==> src/rtl/jk_pkg.sv <==
// jk_pkg: JK operation encoding and parameter range check shared by the JK counter blocks.
package jk_pkg;
  typedef enum logic [1:0] {
    JK_HOLD   = 2'b00,
    JK_RESET  = 2'b01,
    JK_SET    = 2'b10,
    JK_TOGGLE = 2'b11
  } jk_op_e;

  // Checks that MODULUS >= 2 and fits in WIDTH bits by doubling instead of using $clog2.
  function automatic bit params_ok(input int width, input int modulus);
    int cap;
    cap = 1;
    for (int i = 0; i < width && cap < modulus; i++) cap = cap * 2;
    return (modulus >= 2) && (cap >= modulus);
  endfunction
endpackage

==> src/rtl/jk_bit_cell.sv <==
// jk_bit_cell: one JK storage bit with async active-high reset; q and qbar are both registered.
module jk_bit_cell
  import jk_pkg::*;
(
  input  logic clk,
  input  logic rst,
  input  logic j,
  input  logic k,
  output logic q,
  output logic qbar
);
  logic q_q, qbar_q, q_d;
  jk_op_e op;
  always_comb begin
    op  = jk_op_e'({j, k});
    q_d = (op == JK_TOGGLE) ? ~q_q :
          (op == JK_SET)    ? 1'b1 :
          (op == JK_RESET)  ? 1'b0 : q_q;
  end
  always_ff @(posedge clk or posedge rst)
    if (rst) begin
      q_q    <= 1'b0;
      qbar_q <= 1'b1;
    end else begin
      q_q    <= q_d;
      qbar_q <= ~q_d;
    end
  assign q    = q_q;
  assign qbar = qbar_q;
endmodule

==> src/rtl/jk_sync_counter.sv <==
// jk_sync_counter: modulo-MODULUS up/down counter with load and clamp, stored in JK bit cells.
module jk_sync_counter
  import jk_pkg::*;
#(
  parameter int WIDTH   = 4,
  parameter int MODULUS = 10
) (
  input  logic             clk,
  input  logic             rst,
  input  logic             en,
  input  logic             up,
  input  logic             load,
  input  logic [WIDTH-1:0] din,
  output logic [WIDTH-1:0] q,
  output logic [WIDTH-1:0] qbar,
  output logic             tc
);
  localparam logic [WIDTH:0]   MOD_X = (WIDTH + 1)'(MODULUS);
  localparam logic [WIDTH-1:0] MAX   = WIDTH'(MODULUS - 1);

  if (!params_ok(WIDTH, MODULUS)) begin : g_bad_params
    $error("jk_sync_counter: MODULUS must be >= 2 and fit in WIDTH bits");
  end

  logic [WIDTH-1:0] cnt_d, j, k;
  logic             in_range, din_ok;

  // Drive each cell as explicit set/reset toward the next count, so J=K=1 never occurs.
  always_comb begin
    in_range = {1'b0, q} < MOD_X;
    din_ok   = {1'b0, din} < MOD_X;
    cnt_d    = load      ? (din_ok ? din : MAX) :
               !en       ? q :
               !in_range ? '0 :
               up        ? ((q == MAX) ? '0 : q + 1'b1) :
                           ((q == '0) ? MAX : q - 1'b1);
    j        = cnt_d & ~q;
    k        = ~cnt_d & q;
    tc       = ~rst & en & ~load & ((up & (q == MAX)) | (~up & (q == '0)));
  end

  for (genvar i = 0; i < WIDTH; i++) begin : g_bit
    jk_bit_cell u_cell (
      .clk  (clk),
      .rst  (rst),
      .j    (j[i]),
      .k    (k[i]),
      .q    (q[i]),
      .qbar (qbar[i])
    );
  end
endmodule

==> config.mk <==
export PLATFORM = sky130hd
export DESIGN_NAME = jk_sync_counter
export DESIGN_NICKNAME = d
export VERILOG_FILES = /design/src/rtl/jk_pkg.sv /design/src/rtl/jk_bit_cell.sv /design/src/rtl/jk_sync_counter.sv
export SDC_FILE = /design/constraint.sdc
export NUM_CORES = 1
export LEC_CHECK = 0
export ABC_AREA = 1
export ABC_CLOCK_PERIOD_IN_PS = 1400
export BUFFER_PORTS_ARGS = -buffer_cell sky130_fd_sc_hd__buf_4
export CORE_MARGIN = 4
export CORE_UTILIZATION = 45
export CTS_CLUSTER_SIZE = 12
export DETAILED_ROUTE_END_ITERATION = 8
export PLACE_DENSITY = 0.74
export SYNTH_ARGS = -nofsm -noshare
export SYNTH_HDL_FRONTEND = slang
export SYNTH_SLANG_ARGS = --single-unit
==> constraint.sdc <==
create_clock -name clk -period 1.4 [get_ports clk]
set_input_delay 0.14 -clock clk [delete_from_list [all_inputs] [get_ports clk]]
set_output_delay 0.14 -clock clk [all_outputs]
set_load 0.02 [all_outputs]
=== After elaboration in Yosys (flattened, before gate mapping) ===
Cells that the tools add are included.

* Register bits: 8
* Bits of input ports: 9
* Output and inout bits: 9
* Word-level logic and storage cells: 66

* Add/sub/neg operators: 2
* Order comparisons: 2
* Equal/unequal tests: 13
* Multiplexer cells: 19
* Bitwise operators: 21
* Reduce and logical (&&, ||, !) cells: 1

{| class="wikitable"
|+ Operators with widths
! operator !! number
|-
| $mux 4 || 7
|-
| $eq 2x2->1 const B || 8
|-
| $mux 1 || 12
|-
| $not 1->1 || 11
|-
| $and 4x4->4 || 2
|-
| $eq 2x1->1 const B || 4
|-
| $lt 4x4->1 const B || 2
|-
| $not 4->4 || 2
|-
| $and 1x1->1 || 5
|-
| $add 4x1->4 const B || 1
|-
| $eq 4x4->1 const B || 1
|-
| $logic_not 4->1 || 1
|-
| $sub 4x1->4 const B || 1
|-
| $or 1x1->1 || 1
|}

=== Longest topological paths before layout ===
Gate-level depths: netlist (run 1).

* Depth after elaboration: 13
* Gate-level depth with buffers: 10
* Depth with buffers taken out: 10

=== Modules after synthesis ===
A second synthesis (run 1) with hierarchy kept.

* Cell total of the unflattened synthesis: 116
* Area total of the unflattened synthesis: 787.0 um^2

{| class="wikitable"
|+ Modules (own cells, without submodules)
! module !! times used !! cells an instance !! area an instance (um^2) !! sequential area each (um^2)
|-
| jk_sync_counter || 1 || 76 || 456.7 || 0.0
|-
| jk_bit_cell || 4 || 10 || 82.6 || 51.3
|}

=== Worst setup path after synthesis (run 1) ===
Ideal clock, no wire load.

* Path kind: reg-to-output
* Start: register g_bit[0].u_cell.q_q
* End: output port tc
* Data arrival time: 1248 ps
* Data required time: 1260 ps
* Setup slack: 12 ps
* Cell stages (with the launch flop): 5
* Buffers on the path: 0
* Path through: dfrtp_1 > inv_1 > ha_1 > nand3_1 > a21oi_1

* Cells in the longest elaborated chain, start to end: 4
* Elaborated cells between the ends (all ways): 6
* Those cells by class: 1 x eq/ne; 4 x bitwise; 1 x reduce/logical

{| class="wikitable"
|+ RTL lines
! item !! RTL line !! text
|-
| start, declared || jk_bit_cell.sv:12 || <nowiki>logic q_q, qbar_q, q_d;</nowiki>
|-
| start signal, assigned || jk_bit_cell.sv:25 || <nowiki>q_q <= q_d;</nowiki>
|-
| $eq 4x4->1 / $logic_not 4->1 (equally long branches) || jk_sync_counter.sv:39 || <nowiki>tc = ~rst & en & ~load & ((up & (q == MAX)) | (~up & (q == '0)));</nowiki>
|-
| $and 1x1->1 || jk_sync_counter.sv:39 ||
|-
| $or 1x1->1 * || jk_sync_counter.sv:39 ||
|-
| $and 1x1->1 * || jk_sync_counter.sv:39 ||
|-
| end, declared || jk_sync_counter.sv:16 || <nowiki>output logic tc</nowiki>
|}

Mark *: on every way between the ends. The rest lies on a longest branch, timed or not.

=== Worst setup path in the final report (run 1) ===
* Start: register g_bit[3].u_cell.q_q
* End: output port tc

* Cells in the longest elaborated chain, start to end: 4
* Elaborated cells between the ends (all ways): 6
* Those cells by class: 1 x eq/ne; 4 x bitwise; 1 x reduce/logical

{| class="wikitable"
|+ RTL lines
! item !! RTL line
|-
| start, declared || jk_bit_cell.sv:12
|-
| start signal, assigned || jk_bit_cell.sv:25
|-
| $eq 4x4->1 / $logic_not 4->1 (equally long branches) || jk_sync_counter.sv:39
|-
| $and 1x1->1 || jk_sync_counter.sv:39
|-
| $or 1x1->1 * || jk_sync_counter.sv:39
|-
| $and 1x1->1 * || jk_sync_counter.sv:39
|}

Marked as above.

==> reports/qor.yml, run 1 <==
die:
  core.rowCount: 13
  ioPinCount: 18
  die_h_um: 46.7
  die_w_um: 46.7
  initial_utilization_pct: 50.0
  die_area_um2: 2180
  coreArea_um2: 1350
grt:
  grt_max_degree: 9
  gr-total-overflow: 0
  antenna_found_initial: 0
  grt_usage_pct: 17.1
  grt_pass1_vias: 602
  grt_first_pass_wirelength_um: 2570
final_layout:
  fillers: 104
  syn2layout_area_growth_pct: 44.5
  antenna_cells: 0
  final_area_um2: 975
  final_common_cell: "buf_4"
  regArea_um2: 208
  finish.utilization_pct: 72.2
  multi_input_area_um2: 415
  layout-drive-gt1-share_pct: 53.8
  final_cell_mix: "29 x buf_4, 15 x nand2_1, 11 x inv_1, 7 x nor2_1, 6 x a21oi_1"
  fin_nets: 134
route:
  drt_iter0_markers: 18
  drcViolationCount: 0
  routedWlPerCell_um: 12.4
  dr.pass1.iters: 4
  wirelength_um: 1660
  vias_per_cell: 5.05
  dr_total_vias: 677
  ant_nets: 0
worst_setup_path:
  crit_fanout: 7
  crit_path_start: "g_bit[3].u_cell.q"
  cp.required_ps: 1260
  crit_type: "flip-flop to output pin"
  crit_family: "flip-flops"
  crit_path_cell_trace: "inv_2 > nor2_1 > nand3_1 > a21oi_2 > buf_4"
  cpMaxStageDelayCell: "dfrtp_2"
  crit_buf_inv: 2
  cp-start-kind: "flip-flop"
  regToRegStartpoint: "g_bit[0].u_cell.q"
  cp_slowest_stage_delay_ps: 440
  arrival_ps: 1260
  cp-end-kind: "output pin"
timing:
  max_freq_mhz: 716
  min_period_over_period_pct: 99.8
  tightest_slew_ps: 308
  fin_crit_ps: 1400
  slew-limit-headroom_pct: 79.3
  skew_ps: 0.894
  tns_ps: 0
  final_max_slew_viol_count: 0
  setup_viol: 0
  rsz0062_at_grt: "true"
  finalHoldViolCount: 0
place:
  dpl_cell_area_um2: 779
  port-buffer-count: 17
  place_hpwl_um: 1090
  globalplace.congestion: 0.784
clock_network:
  cts.sinks: 8
  clock_latency_ps: 250
  htree_num_levels: 1
  clk_pin_slew_ps: 50
  cts_tree: "done"
  clockRootBuffer: "clkbuf_4"
  cts_buffers: 3
  cts_buffer_depth: 2
synthesis:
  async_reset_ff_share_pct: 100
  yosysSeqAreaShare_pct: 30.4
  synth-seq-cells: 8
  netlist_area_um2: 674
  synth_edf_count: 0
  synth_ff_type: "dfstp_2"
  ys_types: 23
  syn_nets: 106
  netlist_instances: 93
  avgSynthCellArea_um2: 7.25
  ys_warn_count: 0
pwr:
  ir_drop_uv: 617
  powerDensity_nw_per_um2: 899
  leakage_nw: 0.485
hold_path:
  hp-start: "din[3]"
  hold_class: "input port to flip-flop"
run_status:
  outcome: "finished, final reports clean"
job:
  maxCapViolations: 0
==> repair_timing <==
action / CTS / global route
resized for setup: 14 / 7
buffers inserted: 5 / 5
endpoints found under the hold margin: 4 / 0
pin swaps: 3 / 8
hold buffers: 1 / 0
setup endpoints to repair: 1 / 9
==> sequential cells by signal (all words and copies together), names as in the netlist <==
| name | cells |
|---|---|
| g_bit.u_cell.qbar | 4 |
| g_bit.u_cell.q | 4 |
==> worst paths after layout <==
| kind | to | slack, ps | depth (start not counted) |
|---|---|---|---|
| setup / recovery | tc | 3 | 5 |
| hold / removal | g_bit[3].u_cell.qbar | 140 | 4 |
| setup reg to reg | g_bit[2].u_cell.q | 10 | 9 |
| hold reg to reg | g_bit[3].u_cell.qbar | 680 | 3 |
| max in group asynchronous | g_bit[3].u_cell.qbar | 740 | 4 |
| min in group asynchronous | g_bit[1].u_cell.q | 450 | 4 |
==> stage by stage <==
stage / power (mW) / hold WS (ps) / setup slack, ps / std cells
floorplan: 0.526 / -38.8 / 11.9 / 93
global placement: 0.593 / 158 / 51.4 / 120
detailed placement: 0.598 / 161 / 38.8 / 120
finish: 0.876 / 135 / 3.42 / 134
CTS: 0.831 / 121 / -12.6 / 129
global route: 0.937 / 146 / -79.0 / 134
==> synthesized netlist by cell type (3+ instances only) <==
| library cell | count | area (um^2) |
|---|---|---|
| dfstp_2 | 4 | 105 |
| inv_2 | 3 | 11.3 |
| nand3_1 | 6 | 30.0 |
| a21oi_1 | 8 | 40.0 |
| nor2_1 | 7 | 26.3 |
| dfrtp_1 | 4 | 100 |
| nor2_2 | 4 | 25.0 |
| nand2_1 | 16 | 60.1 |
| inv_1 | 13 | 48.8 |
| ha_1 | 4 | 50.1 |
| buf_4 | 8 | 60.1 |
| o21ai_1 | 3 | 15.0 |
==> routing by layer <==
layer,track usage (%),share of wire (%),vias to the layer above
met4,8.29,2.3,0
met1,19.7,41,311
met2,27.7,50,21
met3,6.64,7.4,7
met5,0,0,-
li1,-,-,338
==> final cells by class <==
cell class / count / area share, %
clock buffer: 3 / 2.31
inverter: 16 / 6.16
multi-input combinational: 60 / 42.6
sequential: 8 / 21.3
tap: 15 / 1.93
timing repair buffer: 32 / 25.7
==> logic make-up after synthesis <==
family,share of synthesized area [%]
flip-flops,30.4
buffers and inverters,19.5
adder cells (fa/ha/maj),7.42
AO/OA/AOI/OAI,12.2
XOR/XNOR,1.30
AND/OR/NAND/NOR,29.1
==> where the power goes <==
part | total [mW] | switching [mW] | internal (mW)
Clock | 0.171 | 0.0736 | 0.0977
Combinational | 0.411 | 0.222 | 0.190
Sequential | 0.294 | 0.0246 | 0.269
==> tightest hold or removal path: stages <==
cell,delay (ps)
buf_4,90
nor2_1,60
inv_1,50
nand2_1,50
(Power assumes the default switching activity.)
==> run 2: changes to the inputs <==
ABC_AREA = not set   (was 1)
==> reports/qor.yml, run 2 <==
timing:
  finalHoldViolCount: 0
  slew-limit-headroom_pct: 77.0
  finalWorstSetupSlack_ps: -193
  setup_viol: 9
  max_freq_mhz: 628
  tightest_slew_ps: 342
  fin_crit_ps: 1590
  min_period_over_period_pct: 114
  hold_slack_ps: 119
  final_max_slew_viol_count: 0
  skew_ps: 12.4
  rsz0062_at_grt: "true"
run_status:
  outcome: "finished with violations"
  violations: "negative setup slack"
synthesis:
  yosysSeqAreaShare_pct: 31.7
  netlist_area_um2: 648
  ys_types: 33
  synthTopCellsByArea: "dfstp_2 16%, dfrtp_1 15%, buf_4 9.3%"
  yosysTopAreaCell: "dfstp_2"
  async_reset_ff_share_pct: 100
  syn_nets: 83
  yosysMostFrequentCell: "buf_4"
  netlist_instances: 70
  synth_ff_type: "dfstp_2"
  synth_top_cells_by_count: "8 x buf_4, 7 x o21ai_0, 5 x inv_1"
  ys_warn_count: 0
  synth_edf_count: 0
  avgSynthCellArea_um2: 9.26
  synth-seq-cells: 8
  synth_top_area_share_pct: 16.2
grt:
  grt_max_degree: 11
  gr-total-overflow: 0
  grt_first_pass_wirelength_um: 2810
  grt_usage_pct: 18.9
  antenna_found_initial: 0
  grt_pass1_vias: 615
pwr:
  powerDensity_nw_per_um2: 958
  ir_drop_uv: 652
  leakage_nw: 0.425
die:
  die_w_um: 46.0
  core.rowCount: 13
  coreArea_um2: 1330
  ioPinCount: 18
  die_h_um: 46.0
  die_area_um2: 2110
  initial_utilization_pct: 48.6
clock_network:
  clockRootBuffer: "clkbuf_4"
  clk_pin_slew_ps: 70
  cts_buffers: 3
  cts.sinks: 8
  cts_tree: "done"
  cts_buffer_depth: 2
  htree_num_levels: 1
  clock_latency_ps: 260
worst_setup_path:
  crit_buf_inv: 2
  worstReg2RegEnd: "g_bit[3].u_cell.q"
  cp.required_ps: 1260
  crit_family: "flip-flops"
  regToRegStartpoint: "g_bit[1].u_cell.q"
  worst-path-stages: 6
  cp-end-kind: "output pin"
  crit_fanout: 3
  cp_slowest_stage_delay_ps: 440
  cp-start-kind: "flip-flop"
  rrSetupSlack_ps: -180
  rr_worst_depth: 5
  arrival_ps: 1450
  endpoint: "tc"
  crit_path_start: "g_bit[1].u_cell.q"
  cpMaxStageDelayCell: "dfrtp_2"
  crit_type: "flip-flop to output pin"
  crit_path_cell_trace: "inv_4 > ha_4 > nand3_1 > o21ai_2 > and4_1 > buf_6"
place:
  port-buffer-count: 17
  dpl_cell_area_um2: 810
  place_hpwl_um: 1180
  place_ws_ps: -69.9
  dp.cells: 99
  globalplace.congestion: 0.838
final_layout:
  final_area_um2: 963
  layout-drive-gt1-share_pct: 61.9
  syn2layout_area_growth_pct: 48.6
  fin_nets: 111
  final_cell_mix: "30 x buf_4, 4 x o21ai_0, 4 x dfstp_2, 3 x inv_1, 3 x clkbuf_4"
  final_common_cell: "buf_4"
  antenna_cells: 0
  final_cells: 112
  fillers: 110
route:
  dr_total_vias: 628
  drcViolationCount: 0
  routedWlPerCell_um: 16.2
  dr.pass1.iters: 4
  ant_nets: 0
  wirelength_um: 1810
  drt_iter0_markers: 9
  vias_per_cell: 5.61
hold_path:
  hold_class: "input port to flip-flop"
job:
  maxCapViolations: 0
-- run 2: changes by cell type after synthesis, moves of 4 or more --
cell	previous run	this run
inv_1	13	5
nor2_2	4	0
nand2_1	16	2
o21ai_0	2	7
nor2_1	7	2
a21oi_1	8	2
nand3_1	6	2
-- run 2: power by group --
group / total, mW / internal, mW / switching [mW]
logic: 0.420 / 0.216 / 0.203
registers: 0.304 / 0.272 / 0.0324
clock network: 0.199 / 0.110 / 0.0895
-- run 2: metrics by stage --
step	TNS, ps	power (mW)	utilization [%]
floorplan	-75.3	0.544	-
global placement	-324	0.634	60.7
detailed placement	-327	0.640	60.7
CTS	-1310	0.895	69.3
global route	-1960	0.972	72.2
finish	-1420	0.923	72.2
-- run 2: what timing repair did --
item	in CTS	in global routing
pin swaps	8	3
endpoints found under the hold margin	4	0
setup buffers	6	2
gates resized for setup	7	7
hold buffers	1	0
endpoints found under the setup margin	9	9
-- run 2: worst min-delay path by stage --
stage | slack, ps | end | cells past startpoint | startpoint
3_5_place_dp | 140 | g_bit[3].u_cell.q | 3 | rst
2_1_floorplan | -40 | g_bit[2].u_cell.q | 1 | rst
6_report | 120 | g_bit[0].u_cell.qbar | 2 | load
3_3_place_gp | 140 | g_bit[3].u_cell.q | 3 | rst
5_1_grt | 120 | g_bit[0].u_cell.qbar | 2 | load
4_1_cts | 110 | g_bit[0].u_cell.qbar | 2 | load
-- run 2: worst reg2reg max path: cells and delay by family, from the launching register on --
kind | cells | cell delay (ps)
buffers and inverters | 1 | 150
AND/OR/NAND/NOR | 1 | 300
AO/OA/AOI/OAI | 3 | 560
flip-flops | 1 | 440
-- run 2: logic make-up after synthesis --
logic type               Yosys count  share of synthesized area [%]
AO/OA/AOI/OAI                     24                           26.6
adder cells (fa/ha/maj)            4                           7.72
AND/OR/NAND/NOR                   16                           16.6
flip-flops                         8                           31.7
XOR/XNOR                           1                           1.35
buffers and inverters             17                           16.0
-- run 2: routing by layer --
layer / global-route usage [%] / share of wire [%]
met1: 21.2 / 37
met4: 9.66 / 2.3
met3: 3.56 / 4.7
met5: 0 / 0
met2: 33.2 / 56
-- run 2: layout make-up --
class	count	area (um^2)	area share (%)
clock buffer	4	26.3	2.73
inverter	6	25.0	2.60
multi-input combinational	45	408	42.3
sequential	8	208	21.6
tap	15	18.8	1.95
timing repair buffer	34	278	28.8
==> run 3: changes to the inputs <==
PLACE_DENSITY = 0.73   (was 0.74)
SYNTH_HIERARCHICAL = 1   (was not set)
==> reports/qor.yml, run 3 <==
synthesis:
  synth_edf_count: 0
  yosysMostFrequentCell: "inv_1"
  netlist_instances: 80
  avgSynthCellArea_um2: 8.73
  synth-seq-cells: 8
  synth_top_area_share_pct: 15.1
  synthTopCellsByArea: "dfstp_2 15%, dfrtp_1 14%, mux2_4 8.6%"
  synth_ff_type: "dfstp_2"
  async_reset_ff_share_pct: 100
  yosysSeqAreaShare_pct: 29.4
  synth_top_cells_by_count: "12 x inv_1, 5 x a21oi_1, 5 x o21ai_0"
  ys_types: 29
  syn_nets: 93
  ys_warn_count: 6
  netlist_area_um2: 698
  yosysTopAreaCell: "dfstp_2"
hold_path:
  min_path_cells: 5
  hold_class: "input port to flip-flop"
  hp-start: "din[3]"
place:
  port-buffer-count: 17
  dp.cells: 125
  globalplace.congestion: 0.828
  place_hpwl_um: 1510
pwr:
  leakage_nw: 0.547
  ir_drop_uv: 1370
  powerDensity_nw_per_um2: 2190
worst_setup_path:
  crit_path_cell_trace: "ha_4 > a211o_1 > a21oi_2 > a31oi_2 > nor4_2 > inv_1 > mux2_4"
  cp.required_ps: 1580
  cp-end-kind: "flip-flop"
  cp_slowest_stage_delay_ps: 450
  arrival_ps: 2020
  cpMaxStageDelayCell: "dfrtp_2"
  rr_worst_depth: 7
  crit_type: "flip-flop to flip-flop"
  regToRegStartpoint: "g_bit[0].u_cell/q"
  crit_fanout: 4
  crit_path_start: "g_bit[0].u_cell/q"
  cp-start-kind: "flip-flop"
clock_network:
  clock_latency_ps: 260
  cts_buffers: 3
  htree_num_levels: 1
  cts_buffer_depth: 2
  cts.sinks: 8
  cts_tree: "done"
  clockRootBuffer: "clkbuf_4"
  clk_pin_slew_ps: 60
run_status:
  outcome: "finished with violations"
  violations: "negative setup slack"
final_layout:
  antenna_cells: 0
  final_cells: 136
  syn2layout_area_growth_pct: 66.5
  final_cell_mix: "36 x buf_4, 10 x inv_1"
  final_common_cell: "buf_4"
  layout-drive-gt1-share_pct: 57.0
  fin_nets: 135
timing:
  fin_crit_ps: 1840
  finalWorstSetupSlack_ps: -442
  tightest_slew_ps: 392
  final_max_slew_viol_count: 0
  rsz0062_at_grt: "true"
  setup_viol: 9
  min_period_over_period_pct: 132
  hold_slack_ps: 299
  max_freq_mhz: 543
  slew-limit-headroom_pct: 73.7
  skew_ps: 8.53
  finalHoldViolCount: 0
grt:
  antenna_found_initial: 0
  grt_pass1_vias: 712
  grt_max_degree: 12
  gr-total-overflow: 0
  grt_first_pass_wirelength_um: 3070
  grt_usage_pct: 19.9
job:
  maxCapViolations: 0
route:
  drcViolationCount: 0
  wirelength_um: 2070
  ant_nets: 0
  vias_per_cell: 5.40
  dr.pass1.iters: 4
  dr_total_vias: 735
  routedWlPerCell_um: 15.2
  drt_iter0_markers: 12
die:
  die_h_um: 47.4
  die_w_um: 47.4
  ioPinCount: 18
  core.rowCount: 13
  coreArea_um2: 1380
  initial_utilization_pct: 50.5
  die_area_um2: 2250
[run 3: path summary, 6_finish.rpt]
kind / to / slack [ps]
setup / recovery: g_bit[3].u_cell/qbar / -440
hold / removal: g_bit[1].u_cell/q / 300
setup reg to reg: g_bit[3].u_cell/qbar / -440
hold reg to reg: g_bit[1].u_cell/q / 650
max in group asynchronous: g_bit[0].u_cell/qbar / 850
min in group asynchronous: g_bit[1].u_cell/q / 330
[run 3: per-layer routing]
| metal | vias up | global-route usage, % | wire [um] |
|---|---|---|---|
| met2 | 20 | 37.2 | 1110 |
| met4 | 0 | 4.42 | 25 |
| met3 | 2 | 6.13 | 102 |
| met5 | - | 0 | 0 |
| li1 | 363 | - | - |
| met1 | 350 | 21.5 | 828 |
[run 3: worst max-delay path: cells and delay by family (launching register included)]
family,cells,cell delay [ps]
AO/OA/AOI/OAI,3,550
adder cells (fa/ha/maj),1,180
buffers and inverters,1,80
flip-flops,1,450
multiplexers,1,270
AND/OR/NAND/NOR,1,240
[run 3: final cells by class]
type	count	area [um^2]
Tap cell	15	18.8
Inverter	12	47.5
Timing Repair Buffer	40	332
Clock buffer	4	26.3
Multi-Input combinational cell	57	529
Sequential cell	8	209
Fill cell	88	220
[run 3: stage by stage]
stage                     power, mW  area (um^2)  worst slack [ps]  setup TNS (ps)  utilization (%)
after global placement         1.95          992              -387           -2400             71.8
after global routing           2.71         1160              -537           -4050             84.1
after floorplan                1.34          732              -528           -2750                -
after detailed placement       1.98          992              -460           -2790             71.8
after CTS                      2.40         1120              -448           -3110             81.3
final                          2.55         1160              -442           -3210             84.1
[run 3: repair_timing]
action,4_1_cts,5_1_grt
endpoints found under the setup margin,9,9
gates resized for setup,17,2
hold buffers,1,0
hold endpoints to repair,8,0
pin swaps,10,7
buffers inserted,4,4
[run 3: cell families (layout without fill, tap and decap cells)]
| family | Yosys count | in the layout | synth area share (%) |
|---|---|---|---|
| compound gates | 22 | 22 | 21.5 |
| fa+ha+maj | 4 | 4 | 7.17 |
| buf+inv | 15 | 56 | 9.14 |
| flops | 8 | 8 | 29.4 |
| mux | 8 | 8 | 14.3 |
| simple gates | 23 | 23 | 18.5 |
[run 3: power breakdown]
| part | leakage, nW | switching [mW] | internal [mW] |
|---|---|---|---|
| combinational | 0.445 | 0.844 | 0.987 |
| sequential | 0.0868 | 0.133 | 0.396 |
| clock | 0.0150 | 0.0807 | 0.109 |
